### config.mk
export PLATFORM = sky130hd
export DESIGN_NAME = perf_monitor_flat
export DESIGN_NICKNAME = d
export VERILOG_FILES = /design/src/rtl/perf_pkg.sv /design/src/rtl/perf_if.sv /design/src/rtl/perf_bin2bcd.sv /design/src/rtl/perf_monitor.sv /design/src/flat_wrapper.sv
export SDC_FILE = /design/constraint.sdc
export NUM_CORES = 1
export LEC_CHECK = 0
export CORE_MARGIN = 1
export CORE_UTILIZATION = 59
export CTS_CLUSTER_DIAMETER = 30
export DETAILED_ROUTE_END_ITERATION = 10
export GPL_TIMING_DRIVEN = 0
export PLACE_DENSITY = 0.8
export SYNTH_ARGS = -nofsm -noshare
export SYNTH_HDL_FRONTEND = slang
export SYNTH_HIERARCHICAL = 1
export SYNTH_SLANG_ARGS = --single-unit
### constraint.sdc
create_clock -name clk -period 2.55 [get_ports clk]
set_input_delay 0.51 -clock clk [delete_from_list [all_inputs] [get_ports clk]]
set_output_delay 0.51 -clock clk [all_outputs]
set_load 0.1 [all_outputs]
### src/rtl/perf_pkg.sv
// rtl/perf_pkg.sv - shared types and constants for the performance monitor
package perf_pkg;

  typedef enum logic {
    RUN    = 1'b0,
    HALTED = 1'b1
  } state_t;

  typedef enum logic [1:0] {
    SEL_CYC = 2'd0,
    SEL_PC  = 2'd1,
    SEL_ST  = 2'd2
  } sel_t;

  typedef enum logic [1:0] {
    BCD_IDLE  = 2'd0,
    BCD_SHIFT = 2'd1,
    BCD_LOAD  = 2'd2
  } bcd_state_t;

  localparam int BCD_MAX  = 999_999;
  localparam int BCD_BITS = 20;

  function automatic sel_t next_sel(input sel_t s);
    case (s)
      SEL_CYC: return SEL_PC;
      SEL_PC:  return SEL_ST;
      default: return SEL_CYC;
    endcase
  endfunction

endpackage

### src/rtl/perf_if.sv
// rtl/perf_if.sv - core-side inputs and display-side outputs of the performance monitor
interface perf_if;
  logic        done;
  logic [31:0] pc;
  logic        mem_write;
  logic        key_sel_n;
  logic [23:0] disp_value;
  logic [1:0]  disp_sel;
  logic        halted;

  modport master (
    output done, pc, mem_write, key_sel_n,
    input  disp_value, disp_sel, halted
  );

  modport slave (
    input  done, pc, mem_write, key_sel_n,
    output disp_value, disp_sel, halted
  );
endinterface

### src/rtl/perf_bin2bcd.sv
// rtl/perf_bin2bcd.sv - sequential double-dabble: snapshot, 20 shift cycles, 1 load cycle
module perf_bin2bcd
  import perf_pkg::*;
(
  input  logic                clk,
  input  logic                reset,
  input  logic                i_start,
  input  logic [BCD_BITS-1:0] i_bin,
  output logic                o_busy,
  output logic                o_valid,
  output logic [23:0]         o_bcd
);

  bcd_state_t          r_state;
  logic [BCD_BITS-1:0] r_bin;
  logic [23:0]         r_acc;
  logic [4:0]          r_cnt;
  logic                r_busy;
  logic                r_valid;
  logic [23:0]         w_adj;

  // add-3 correction on every digit that would overflow when doubled
  always_comb begin
    w_adj = r_acc;
    for (int d = 0; d < 6; d++) begin
      if (r_acc[4*d +: 4] >= 4'd5) w_adj[4*d +: 4] = r_acc[4*d +: 4] + 4'd3;
    end
  end

  always_ff @(posedge clk) begin
    if (reset) begin
      r_state <= BCD_IDLE;
      r_bin   <= '0;
      r_acc   <= '0;
      r_cnt   <= '0;
      r_busy  <= 1'b0;
      r_valid <= 1'b0;
    end else begin
      case (r_state)
        BCD_IDLE: begin
          r_valid <= 1'b0;
          if (i_start) begin
            r_bin   <= i_bin;
            r_acc   <= '0;
            r_cnt   <= '0;
            r_busy  <= 1'b1;
            r_state <= BCD_SHIFT;
          end
        end
        BCD_SHIFT: begin
          r_acc <= {w_adj[22:0], r_bin[BCD_BITS-1]};
          r_bin <= {r_bin[BCD_BITS-2:0], 1'b0};
          r_cnt <= r_cnt + 5'd1;
          if (r_cnt == 5'(BCD_BITS - 1)) begin
            r_valid <= 1'b1;
            r_state <= BCD_LOAD;
          end
        end
        BCD_LOAD: begin
          r_valid <= 1'b0;
          r_busy  <= 1'b0;
          r_state <= BCD_IDLE;
        end
        default: begin
          r_valid <= 1'b0;
          r_busy  <= 1'b0;
          r_state <= BCD_IDLE;
        end
      endcase
    end
  end

  assign o_busy  = r_busy;
  assign o_valid = r_valid;
  assign o_bcd   = r_acc;

endmodule

### src/rtl/perf_monitor.sv
// rtl/perf_monitor.sv - cycle/PC-change/store counters frozen at end-of-program, button-selected display
// Optional PERF_BCD_EN: display 6 BCD digits via perf_bin2bcd instead of raw hex.
module perf_monitor #(
  parameter int CNT_W           = 32,
  parameter int DEBOUNCE_CYCLES = 1_000_000
) (
  input logic   clk,
  input logic   reset,
  perf_if.slave bus
);
  import perf_pkg::*;

  localparam int               DB_W    = $clog2(DEBOUNCE_CYCLES + 1);
  localparam logic [DB_W-1:0]  DB_FULL = DB_W'(DEBOUNCE_CYCLES);
  localparam logic [CNT_W-1:0] CNT_MAX = '1;

  function automatic logic [CNT_W-1:0] sat_inc(input logic [CNT_W-1:0] v);
    return (v == CNT_MAX) ? v : v + CNT_W'(1);
  endfunction

  state_t           r_state;
  logic             r_halted;
  logic [CNT_W-1:0] r_cycle_cnt;
  logic [CNT_W-1:0] r_pc_cnt;
  logic [CNT_W-1:0] r_st_cnt;
  logic [31:0]      r_pc_q;
  logic             w_count_en;

  always_ff @(posedge clk) begin
    if (reset) begin
      r_state  <= RUN;
      r_halted <= 1'b0;
    end else begin
      case (r_state)
        RUN: begin
          if (bus.done) begin
            r_state  <= HALTED;
            r_halted <= 1'b1;
          end
        end
        default: begin
          r_state  <= HALTED;
          r_halted <= 1'b1;
        end
      endcase
    end
  end

  // the edge that first sees done is already excluded from every count
  assign w_count_en = (r_state == RUN) && !bus.done;

  always_ff @(posedge clk) begin
    if (reset) begin
      r_cycle_cnt <= '0;
      r_pc_cnt    <= '0;
      r_st_cnt    <= '0;
      r_pc_q      <= '0;
    end else begin
      r_pc_q <= bus.pc;
      if (w_count_en) begin
        r_cycle_cnt <= sat_inc(r_cycle_cnt);
        if (bus.pc != r_pc_q) r_pc_cnt <= sat_inc(r_pc_cnt);
        if (bus.mem_write)    r_st_cnt <= sat_inc(r_st_cnt);
      end
    end
  end

  logic [1:0]      r_key_sync;
  logic [1:0]      r_sync_vld;
  logic            r_last;
  logic            r_key_db;
  logic            r_armed;
  logic [DB_W-1:0] r_db_run;
  sel_t            r_disp_sel;
  logic            w_sample;
  logic            w_sample_vld;
  logic [DB_W-1:0] w_run_next;
  logic            w_stable;
  logic            w_press;

  assign w_sample     = r_key_sync[1];
  assign w_sample_vld = r_sync_vld[1];
  assign w_run_next   = (r_db_run == '0 || w_sample != r_last) ? DB_W'(1) :
                        (r_db_run == DB_FULL) ? DB_FULL : r_db_run + DB_W'(1);
  assign w_stable     = w_sample_vld && (w_run_next == DB_FULL);
  // presses need a confirmed release since reset, so a key held through reset is ignored
  assign w_press      = w_stable && !w_sample && r_key_db && r_armed;

  always_ff @(posedge clk) begin
    if (reset) begin
      r_key_sync <= 2'b11;
      r_sync_vld <= 2'b00;
      r_last     <= 1'b1;
      r_key_db   <= 1'b1;
      r_armed    <= 1'b0;
      r_db_run   <= '0;
      r_disp_sel <= SEL_CYC;
    end else begin
      r_key_sync <= {r_key_sync[0], bus.key_sel_n};
      r_sync_vld <= {r_sync_vld[0], 1'b1};
      if (w_sample_vld) begin
        r_db_run <= w_run_next;
        r_last   <= w_sample;
      end
      if (w_stable) begin
        r_key_db <= w_sample;
        if (w_sample) r_armed <= 1'b1;
      end
      if (w_press) r_disp_sel <= next_sel(r_disp_sel);
    end
  end

  logic [CNT_W-1:0] w_sel_cnt;
  logic [23:0]      r_disp_value;

  always_comb begin
    w_sel_cnt = r_cycle_cnt;
    case (r_disp_sel)
      SEL_PC:  w_sel_cnt = r_pc_cnt;
      SEL_ST:  w_sel_cnt = r_st_cnt;
      default: w_sel_cnt = r_cycle_cnt;
    endcase
  end

`ifdef PERF_BCD_EN
  logic [63:0]         w_sel_wide;
  logic [BCD_BITS-1:0] w_bcd_in;
  logic                w_bcd_busy;
  logic                w_bcd_valid;
  logic [23:0]         w_bcd;

  assign w_sel_wide = 64'(w_sel_cnt);
  assign w_bcd_in   = (w_sel_wide > 64'(BCD_MAX)) ? BCD_BITS'(BCD_MAX) : BCD_BITS'(w_sel_cnt);

  perf_bin2bcd u_bin2bcd (
    .clk     (clk),
    .reset   (reset),
    .i_start (!w_bcd_busy),
    .i_bin   (w_bcd_in),
    .o_busy  (w_bcd_busy),
    .o_valid (w_bcd_valid),
    .o_bcd   (w_bcd)
  );

  always_ff @(posedge clk) begin
    if (reset)            r_disp_value <= '0;
    else if (w_bcd_valid) r_disp_value <= w_bcd;
  end
`else
  always_ff @(posedge clk) begin
    if (reset) r_disp_value <= '0;
    else       r_disp_value <= 24'(w_sel_cnt);
  end
`endif

  assign bus.disp_value = r_disp_value;
  assign bus.disp_sel   = r_disp_sel;
  assign bus.halted     = r_halted;

endmodule

### src/flat_wrapper.sv
// flat-port wrapper written by rule: the top's interface ports become plain ports
module perf_monitor_flat import perf_pkg::*;
#(
  parameter int CNT_W           = 32,
  parameter int DEBOUNCE_CYCLES = 1_000_000
)
  (clk, reset, bus_done, bus_pc, bus_mem_write, bus_key_sel_n, bus_disp_value, bus_disp_sel, bus_halted);
  perf_if bus_i ();
  input logic clk;
  input logic reset;
  input wire logic [$bits(bus_i.done)-1:0] bus_done;
  input wire logic [$bits(bus_i.pc)-1:0] bus_pc;
  input wire logic [$bits(bus_i.mem_write)-1:0] bus_mem_write;
  input wire logic [$bits(bus_i.key_sel_n)-1:0] bus_key_sel_n;
  output wire logic [$bits(bus_i.disp_value)-1:0] bus_disp_value;
  output wire logic [$bits(bus_i.disp_sel)-1:0] bus_disp_sel;
  output wire logic [$bits(bus_i.halted)-1:0] bus_halted;
  assign bus_i.done = bus_done;
  assign bus_i.pc = bus_pc;
  assign bus_i.mem_write = bus_mem_write;
  assign bus_i.key_sel_n = bus_key_sel_n;
  assign bus_disp_value = bus_i.disp_value;
  assign bus_disp_sel = bus_i.disp_sel;
  assign bus_halted = bus_i.halted;
  perf_monitor #(.CNT_W(CNT_W), .DEBOUNCE_CYCLES(DEBOUNCE_CYCLES)) u_core (.clk(clk), .reset(reset), .bus(bus_i));
endmodule
==> results of run 1 <==
path summary, 6_finish.rpt:
kind                                    from                             endpoint  slack (ns)  depth (start not counted)
max                                bus_pc[2]     u_core/r_pc_cnt[26]$_SDFFE_PP0P_        0.10                          9
min          u_core/r_key_sync[0]$_SDFF_PP1_      u_core/r_key_sync[1]$_SDFF_PP1_        0.41                          1
min reg2reg  u_core/r_key_sync[0]$_SDFF_PP1_      u_core/r_key_sync[1]$_SDFF_PP1_        0.41                          1
max reg2reg  u_core/r_db_run[0]$_SDFFE_PP0P_  u_core/bus.disp_sel[0]$_SDFFE_PP0P_        0.10                          9
repair_timing:
action / 4_1_cts / 5_1_grt
resized for setup: 5 / 26
pin swaps: 1 / 8
setup buffers: 1 / 6
endpoints found under the setup margin: 20 / 56
report_power, final:
group	total, mW	internal [mW]	switching (mW)
Sequential	2.93	2.90	0.0302
Clock	2.60	1.45	1.15
Combinational	0.319	0.134	0.185
Total	5.85	4.49	1.36
registers in the layout, indices dropped and copies added (netlist names), 2 cells and up:
| name | flops |
|---|---|
| u_core/r_cycle_cnt | 32 |
| u_core/r_pc_cnt | 32 |
| u_core/r_pc_q | 32 |
| u_core/r_st_cnt | 32 |
| u_core/bus.disp_value | 24 |
| u_core/r_db_run | 20 |
| u_core/bus.disp_sel | 2 |
| u_core/r_key_sync | 2 |
| u_core/r_sync_vld | 2 |
Yosys cell counts, types with 2 or more instances:
master,n
a311oi_1,2
a31oi_1,4
or2_2,5
nor3_1,23
a21oi_1,36
a211oi_1,25
ha_1,9
nand4b_1,2
o21ai_0,35
a32oi_1,2
and4_1,23
nor2b_1,45
nand3b_1,4
xnor2_1,44
buf_1,6
o21a_1,4
mux2_2,7
xor2_1,65
dfxtp_1,183
buf_2,8
mux2_1,3
nor4_2,3
mux2i_1,5
clkbuf_1,33
o211ai_1,4
nor3_2,2
nand4_1,32
nor2_1,138
nand2_1,62
a22oi_1,26
inv_1,18
nor4_1,16
o31ai_1,4
and2_1,8
or4_1,6
or3_1,14
and3_1,22
nor3b_1,6
nand3_1,38
worst max-delay path, cell delays in order:
cell and delay, ns:
clkdlybuf4s50_1 0.46, xor2_1 0.17, nor4_1 0.35, nand4_1 0.16
buf_4 0.20, o2111ai_4 0.27, nor2_1 0.16, nand3_1 0.13
mux2_2 0.34
logic make-up (layout without fill, tap and decap cells):
kind of cell             count (synthesis)  in the layout
buffers and inverters                   69            169
XOR/XNOR                               109            109
multiplexers                            15             15
AND/OR/NAND/NOR                        459            459
flip-flops                             183            183
AO/OA/AOI/OAI                          150            150
adder cells (fa/ha/maj)                  9              9
layout make-up:
cell class	instances	area [um2]
sequential	183	3670
timing repair buffer	69	674
tap	180	225
clock buffer	19	433
multi-input combinational	742	4730
clock inverter	13	148
buffer	50	225
fill	1078	3860
inverter	18	67.6
metal layers:
metal	vias to the layer above	wire, um	part of all wire, %
li1	3677	-	-
met1	3541	9730	46
met2	243	9860	46
met3	48	1240	5.8
met4	0	385	1.8
met5	-	0	0
==> impl_results.md, run 1 <==
- Slew Limit Headroom: between 30% and 40%
- Kind of critical path: in2reg
- Max-slew violations: 0
- Die Y: 123 um
- Period utilization: a little over nine tenths
- Fraction of registers with async set/reset: 0%
- GR Util met2: a little under half
- Crit start category: input pin
- Largest family of logic cells by synthesized area: simple AND/OR/NAND/NOR gates
- Vias in the first global route: 6,933
- Post-synth top area share: a little over two fifths
- Met1 GRT Util: a little under two fifths
- Pwr dens: roughly 580 mW/mm2
- Worst Hold Class: reg2reg
- Critical path peak fanout: 6
- Chip Width: 123 um
- Most common cell after layout, fill and taps aside: dfxtp_1
- Initial DRC Count: 680
- Setup TNS Final: 0 ns
- Outcome: complete, no violations
- Synthesis Warnings: 6
- Number of I/O pins: 64
- Flops & latches, synth: about 180
- Clock period minus final worst setup slack: 2.45 ns
- Vias/cell: 5.89
- # hold bufs at CTS: 0
- H-tree depth: 4
- Worst Tran Pin Value: between 0.9 and 1 ns
- Root Buffer Master: clkbuf_16
- Post-DP HPWL: about 15,000 um
- Syn avg cell area: a little under 9 um2
- Post-Synth Simple-Gate Area: 28.6%
- Arrival @ worst endpoint: 2.76 ns
- Highest clock rate: between 400 and 500 MHz
- Layout area overhead: 18.3%
- Routability Congestion: between 0.8 and 0.9
- First-pass GRT wire length: around 34,000 um
- Routed Antenna Nets: 0
- Die ar.: 0.0151 mm2
- Pin count of the biggest net entering global routing: 17
- Total grt overflow: 0
- Post-synthesis mux area share: under 10%
- Routed WL: about 21,000 um
- Util after Layout: 72.5%
- Fin cells: 1,274
- P_leak: ~3.6 nW
- Compound-Gate Fraction of Synth Area: around 11%
- Placement Cell Area: between 0.009 and 0.01 mm2
- Number of remaining DRC errors: 0
- Synth Area in XOR/XNOR: 11.1%
- Fin. Hold Viols: 0
- Final nets: about 1,100
- # rows: 43
- IO buf count: 62
- Drt pass-1 iters: 5
- Share of cells above drive strength 1: under 10%
- CTS buffer count: 17
- Met3 Use GR: roughly 6.5%
- Setup slack after placement: -0.616 ns
- Post-route clock skew: approximately 0.0071 ns
- DR vias: roughly 7,500
- Synthesized Nets: about 1,000
- GRT Total Usage: between 20 and 30%
- Critical path endpoint category: flip-flop
- DR WL/cell: between 15 and 20 um
- Max cap viols: 0
- Main synth FF type: dfxtp_1
- Total chip power: between 5 and 6 mW
- Clock buffer depth: 2
- Yosys top cell by area: dfxtp_1
- CTS tree: done
- Most used routing layer: met2
- Cell area after layout: between 0.01 and 0.015 mm2
- Post-Synth Adder-Cell Area: 1.31%
- Most frequent cells in the layout: 178 x dfxtp_1, 137 x nor2_1, 65 x xor2_1
- Syn Inst Count: just under 1,000
- Worst-Skew Late Latency: roughly 0.43 ns
- Hold_ws: ~0.41 ns
- Count of different cell masters after synthesis: 61
- RSZ-0062 raised after global routing: false
- Clock Sinks: approximately 180
- Core Box Area: 0.0140 mm2
- Min setup slack post-route: between 0.1 and 0.15 ns
- Post-Place Cells: 1,236
- Mapped Area: between 0.008 and 0.009 mm2
- Main area contributors after synthesis: dfxtp_1 43%, xor2_1 6.6%, nor2_1 6.0%
- # diodes: 0
- Initial antenna violation count: 0
- WP data required: ~2.9 ns
- Starting density of the core: 61.2%
- Final setup violation count: 0
- Clock Pin Slew Worst Setup and Hold Paths: ~0.07 ns
- Post-synthesis sequential area ratio: between 40% and 50%
- Number of flops mapped to enable cells by yosys: 0
- VDD IR-drop max: ~0.53 mV
Note: power is estimated with default switching activity, not from simulation.
==> run 2, diff against run 1 <==
- CORE_MARGIN: 1 -> 2
==> run 2 against run 1 <==
  * Combinational power is 1% lower
  * Core utilization is 1.8 points lower
  * Final cell count is 0.16% higher
  * Register-to-register slack worse by 0.04 ns
  * Largest cell class unchanged
  * Hold slack worse by 0.0023 ns
==> impl_results.md, run 2 (same netlist as run 1, synthesis figures left out) <==
- Clock Sinks: 183 (unchanged)
- Vias/cell: 5.84 (was 5.89)
- Vias in the first global route: 6,755 (was 6,933)
- GR Util met2: 43.5% (was 46.5%)
- IO buf count: 62 (unchanged)
- Reg-to-reg endpoint: u_core/r_pc_cnt[26]$_SDFFE_PP0P_ (was u_core/bus.disp_sel[0]$_SDFFE_PP0P_)
- Critical path peak fanout: 10 (was 6)
- Clock Pin Slew Worst Setup and Hold Paths: 0.07 ns (about the same)
- Clock period minus final worst setup slack: 2.49 ns (was 2.45 ns)
- CTS tree: done (unchanged)
- Worst Hold Class: reg2reg (unchanged)
- Cell area after layout: 0.0102 mm2 (about the same)
- Register-to-Register Path Depth: 8 (was 9)
- Fin cells: 1,276 (was 1,274)
- Initial DRC Count: 658 (was 680)
- Core Box Area: 0.0144 mm2 (was 0.0140 mm2)
- Pin count of the biggest net entering global routing: 17 (unchanged)
- Outcome: complete, no violations (unchanged)
- Routed Antenna Nets: 0 (unchanged)
- Final nets: 1,125 (was 1,127)
- GRT Total Usage: 26.7% (was 29.0%)
- Kind of critical path: reg2reg (was in2reg)
- WP data required: 2.86 ns (was 2.87 ns)
- Slew Limit Headroom: 33.9% (was 34.5%)
- Share of cells above drive strength 1: 7.78% (was 8.23%)
- Root Buffer Master: clkbuf_16 (unchanged)
- Worst-Skew Late Latency: 0.43 ns (about the same)
- Pwr dens: 575 mW/mm2 (about the same)
- Total grt overflow: 0 (unchanged)
- VDD IR-drop max: 0.533 mV (was 0.534 mV)
- Met3 Use GR: 5.54% (was 6.51%)
- CTS buffer count: 17 (unchanged)
- Setup TNS Final: 0 ns (unchanged)
- Routability Congestion: 0.911 (was 0.893)
- Post-Place Cells: 1,240 (was 1,236)
- FF-to-FF Start: u_core/r_pc_cnt[3]$_SDFFE_PP0P_ (was u_core/r_db_run[0]$_SDFFE_PP0P_)
- # fillers: 1,120 (was 1,078)
- Arrival @ worst endpoint: 2.80 ns (was 2.76 ns)
- Chip Width: 125 um (was 123 um)
- Most common cell after layout, fill and taps aside: dfxtp_1 (unchanged)
- Final setup violation count: 0 (unchanged)
- Die Y: 125 um (was 123 um)
- Die ar.: 0.0156 mm2 (was 0.0151 mm2)
- Total chip power: 5.84 mW (was 5.85 mW)
- R2R Setup Slk: 0.06 ns (was 0.10 ns)
- # rows: 44 (was 43)
- First-pass GRT wire length: 33,600 um (about the same)
- Clock buffer depth: 2 (unchanged)
- # diodes: 0 (unchanged)
- Layout area overhead: 18.1% (was 18.3%)
- Most frequent cells in the layout: 179 x dfxtp_1, 137 x nor2_1, 65 x xor2_1 (was 178 x dfxtp_1, 137 x nor2_1, 65 x xor2_1)
- Drt pass-1 iters: 5 (unchanged)
- Util after Layout: 70.7% (was 72.5%)
- Number of remaining DRC errors: 0 (unchanged)
- Hold path depth: 1 (unchanged)
- Period utilization: 97.6% (was 96.0%)
- H-tree depth: 4 (unchanged)
- Highest clock rate: 402 MHz (was 408 MHz)
- DR vias: 7,446 (was 7,509)
- Initial antenna violation count: 0 (unchanged)
- Max-slew violations: 0 (unchanged)
- Crit start category: flip-flop (was input pin)
- DR WL/cell: 16.5 um (was 16.6 um)
- Starting density of the core: 59.8% (was 61.2%)
- Max cap viols: 0 (unchanged)
- Routed WL: 21,000 um (was 21,200 um)
- Worst Tran Pin Value: 0.988 ns (was 0.979 ns)
- Critical path endpoint category: flip-flop (unchanged)
- Fin. Hold Viols: 0 (unchanged)
- Most used routing layer: met2 (unchanged)
- # hold bufs at CTS: 0 (unchanged)
- Post-DP HPWL: 14,600 um (was 14,800 um)
- Post-route clock skew: 0.00940 ns (was 0.00713 ns)
- Met1 GRT Util: 36.4% (was 37.8%)
- Hold endpoint: u_core/r_key_sync[1]$_SDFF_PP1_ (unchanged)
- P_leak: 3.56 nW (about the same)
- Min-delay src: u_core/r_key_sync[0]$_SDFF_PP1_ (unchanged)
- Crit path launch: u_core/r_pc_cnt[3]$_SDFFE_PP0P_ (was bus_pc[2])
- Number of I/O pins: 64 (unchanged)
- Placement Cell Area: 0.00945 mm2 (about the same)
[run 2: changes by cell type in the layout (fill, tap and decap cells not counted), sizes merged]
cell and delta:
clkbuf +2, clkinvlp -1, buf -3, inv -2, clkinv +2
[run 2: report_power, final]
group | total (mW) | internal (mW) | switching [mW]
clock network | 2.59 | 1.49 | 1.10
logic | 0.315 | 0.131 | 0.184
registers | 2.93 | 2.90 | 0.0294
[run 2: repair_timing]
action / in CTS / in global routing
buffers inserted: 1 / 4
pin swaps: 1 / 6
setup endpoints to repair: 33 / 69
resized for setup: 5 / 19
cloned: 0 / 0
[run 2: cell type report]
type / instances / area (um2) / share of cell area (%)
clock inverter: 12 / 126 / 1.24
sequential: 183 / 3670 / 36.1
inverter: 18 / 67.6 / 0.665
multi-input combinational: 742 / 4720 / 46.5
buffer: 50 / 224 / 2.21
clock buffer: 20 / 457 / 4.50
timing repair buffer: 67 / 659 / 6.49
tap: 184 / 230 / 2.27
[run 2: worst max-delay path: stages, from the launching register on]
cell	delay [ns]
dfxtp_1	0.46
and4_1	0.27
and3_4	0.23
nand4_4	0.15
nor4_2	0.42
clkbuf_4	0.29
nor2_1	0.11
nand3_1	0.12
mux2_2	0.33
[run 2: worst max path at each step]
stage                     cells after the start  slack, ns                              endpoint
after CTS                                     9      -0.03      u_core/r_st_cnt[22]$_SDFFE_PP0P_
after global placement                        9      -0.53       u_core/r_st_cnt[9]$_SDFFE_PP0P_
after floorplan                               5       0.25  u_core/bus.disp_value[10]$_SDFF_PP0_
final                                         8       0.06      u_core/r_pc_cnt[26]$_SDFFE_PP0P_
after detailed placement                      9      -0.57       u_core/r_st_cnt[9]$_SDFFE_PP0P_
after global routing                          8      -0.06      u_core/r_pc_cnt[28]$_SDFFE_PP0P_
[run 2: metrics by stage]
stage	setup WS [ns]	hold WS, ns
final	0.0615	0.412
after global routing	-0.0582	0.429
after CTS	-0.0300	0.420
after detailed placement	-0.572	0.407
after global placement	-0.531	0.408
after floorplan	0.246	0.389
[run 2: layer usage]
layer  share of wire (%)  vias up
met4                 1.5        0
met2                  48      247
met5                   0        -
met3                 6.0       28
met1                  45     3499
li1                    -     3672
==> run 3, diff against run 2 <==
- PLACE_DENSITY: 0.8 -> 0.85
==> run 3 against run 2 <==
  * Non-clock buffer count fell by 1
  * Largest power group unchanged
  * Maximum frequency fell by 0.90%
  * Highest routed layer unchanged
  * Clock power rose by 6%
  * Register-to-register slack improved by 0.04 ns
==> impl_results.md, run 3 (same netlist as run 1, synthesis figures left out) <==
- Crit start category: flip-flop (unchanged)
- Fin cells: 1,274 (was 1,276)
- Critical path endpoint category: output pin (was flip-flop)
- VDD IR-drop max: 0.534 mV (was 0.533 mV)
- DR WL/cell: 16.6 um (was 16.5 um)
- Core Box Area: 0.0144 mm2 (unchanged)
- RSZ-0062 raised after global routing: false
- Worst-Skew Late Latency: 0.44 ns (was 0.43 ns)
- Max-slew violations: 0 (unchanged)
- CP endpoint: bus_disp_sel[1] (was u_core/r_pc_cnt[26]$_SDFFE_PP0P_)
- Chip Width: 125 um (unchanged)
- Cell area after layout: 0.0102 mm2 (about the same)
- Total grt overflow: 0 (unchanged)
- Register-to-Register Path Depth: 9 (was 8)
- Period utilization: 98.5% (was 97.6%)
- Bufs and invs on worst path: 1 (unchanged)
- Reg-to-reg endpoint: u_core/r_pc_cnt[27]$_SDFFE_PP0P_ (was u_core/r_pc_cnt[26]$_SDFFE_PP0P_)
- Final nets: 1,124 (was 1,125)
- IO buf count: 62 (unchanged)
- # diodes: 0 (unchanged)
- Critical path peak fanout: 4 (was 10)
- Routed Antenna Nets: 0 (unchanged)
- Kind of critical path: reg2out (was reg2reg)
- Most common cell after layout, fill and taps aside: dfxtp_1 (unchanged)
- Worst Tran Pin Value: 0.995 ns (was 0.988 ns)
- H-tree depth: 4 (unchanged)
- CTS tree: done (unchanged)
- Fin. Hold Viols: 0 (unchanged)
- Vias in the first global route: 7,073 (was 6,755)
- CP Depth: 1 (was 8)
- Worst Hold Class: reg2reg (unchanged)
- DR vias: 7,571 (was 7,446)
- Highest clock rate: 398 MHz (was 402 MHz)
- Top delay family on crit path: buffers and inverters (was simple AND/OR/NAND/NOR gates)
- Placement Cell Area: 0.00945 mm2 (unchanged)
- Max cap viols: 0 (unchanged)
- Routability Congestion: 0.955 (was 0.911)
- Die Y: 125 um (unchanged)
- # hold bufs at CTS: 0 (unchanged)
- # rows: 44 (unchanged)
- Pin count of the biggest net entering global routing: 17 (unchanged)
- Vias/cell: 5.94 (was 5.84)
- CP Cell Sequence: clkdlybuf4s50_1 (was and4_1 -> and3_4 -> nand4_4 -> nor4_2 -> clkbuf_4 -> nor2_1 -> nand3_1 -> mux2_2)
- P_leak: 3.56 nW (about the same)
- Clock buffer depth: 2 (unchanged)
- Initial DRC Count: 803 (was 658)
- GRT Total Usage: 27.1% (was 26.7%)
- Outcome: complete, no violations (unchanged)
- Starting density of the core: 59.8% (unchanged)
- Post-route clock skew: 0.00994 ns (was 0.00940 ns)
- FF-to-FF Start: u_core/r_pc_cnt[4]$_SDFFE_PP0P_ (was u_core/r_pc_cnt[3]$_SDFFE_PP0P_)
- Clock period minus final worst setup slack: 2.51 ns (was 2.49 ns)
- Pwr dens: 586 mW/mm2 (was 575 mW/mm2)
- Drt pass-1 iters: 6 (was 5)
- Post-Place Cells: 1,240 (unchanged)
- Share of cells above drive strength 1: 8.07% (was 7.78%)
- Post-DP HPWL: 14,800 um (was 14,600 um)
- First-pass GRT wire length: 34,300 um (was 33,600 um)
- CP max stage delay: 1.16 ns (was 0.46 ns)
- Routed WL: 21,200 um (was 21,000 um)
- Slowest CP cell: clkdlybuf4s50_1 (was dfxtp_1)
- Final setup violation count: 0 (unchanged)
- Arrival @ worst endpoint: 2.00 ns (was 2.80 ns)
- Number of remaining DRC errors: 0 (unchanged)
- Slew Limit Headroom: 33.5% (was 33.9%)
- Crit path launch: u_core/bus.disp_sel[1]$_SDFFE_PP0P_ (was u_core/r_pc_cnt[3]$_SDFFE_PP0P_)
- Number of I/O pins: 64 (unchanged)
- WP data required: 2.04 ns (was 2.86 ns)
- Clock Pin Slew Worst Setup and Hold Paths: 0.06 ns (was 0.07 ns)
- Layout area overhead: 18.6% (was 18.1%)
- Initial antenna violation count: 0 (unchanged)
- Clock Sinks: 183 (unchanged)
- Most frequent cells in the layout: 179 x dfxtp_1, 137 x nor2_1, 65 x xor2_1 (unchanged)
- CTS buffer count: 17 (unchanged)
- Root Buffer Master: clkbuf_16 (unchanged)
- R2R Setup Slk: 0.10 ns (was 0.06 ns)
- Die ar.: 0.0156 mm2 (unchanged)
- Total chip power: 5.98 mW (was 5.84 mW)
[run 3: worst min-delay path by stage]
stage | from | to | slack [ns] | cells past startpoint
after floorplan | u_core/r_key_sync[0]$_SDFF_PP1_ | u_core/r_key_sync[1]$_SDFF_PP1_ | 0.39 | 1
after global placement | u_core/r_key_sync[0]$_SDFF_PP1_ | u_core/r_key_sync[1]$_SDFF_PP1_ | 0.39 | 1
after detailed placement | u_core/r_key_sync[0]$_SDFF_PP1_ | u_core/r_key_sync[1]$_SDFF_PP1_ | 0.39 | 1
after CTS | u_core/r_key_sync[0]$_SDFF_PP1_ | u_core/r_key_sync[1]$_SDFF_PP1_ | 0.41 | 1
after global routing | u_core/r_key_sync[0]$_SDFF_PP1_ | u_core/r_key_sync[1]$_SDFF_PP1_ | 0.44 | 1
final | u_core/r_key_sync[0]$_SDFF_PP1_ | u_core/r_key_sync[1]$_SDFF_PP1_ | 0.41 | 1
[run 3: final cells by class]
type,count,area (um2)
inverters,18,67.6
plain buffers,51,229
clock buffers,20,467
repair buffers,65,642
clock inverters,11,148
well taps,184,230
flip-flops and latches,183,3670
fillers,1044,4170
multi-input cells,742,4740
[run 3: layer usage]
| metal | vias up | GRT usage [%] | part of all wire [%] |
|---|---|---|---|
| met1 | 3582 | 35.1 | 43 |
| met4 | 0 | 10.2 | 1.9 |
| met2 | 275 | 44.0 | 48 |
| met3 | 34 | 6.31 | 6.4 |
| li1 | 3680 | - | - |
| met5 | - | 0 | 0 |
[run 3: repair_timing]
action | in CTS | in global routing
pin swaps | 1 | 5
setup buffers | 1 | 2
endpoints found under the setup margin | 21 | 63
resized for setup | 4 | 25
[run 3: through the flow]
step,setup TNS (ns),setup WS [ns],utilization [%],hold WS (ns)
finish,0,0.0390,71.0,0.409
global route,0,0.000434,71.0,0.443
CTS,0,0.0107,70.2,0.410
detailed placement,-22.23,-0.575,65.8,0.395
global placement,-19.61,-0.534,65.8,0.392
floorplan,0,0.246,-,0.389
[run 3: power by group]
part / total, mW / switching (mW) / internal [mW]
clock: 2.74 / 1.12 / 1.62
combinational: 0.310 / 0.181 / 0.128
sequential: 2.93 / 0.0294 / 2.90
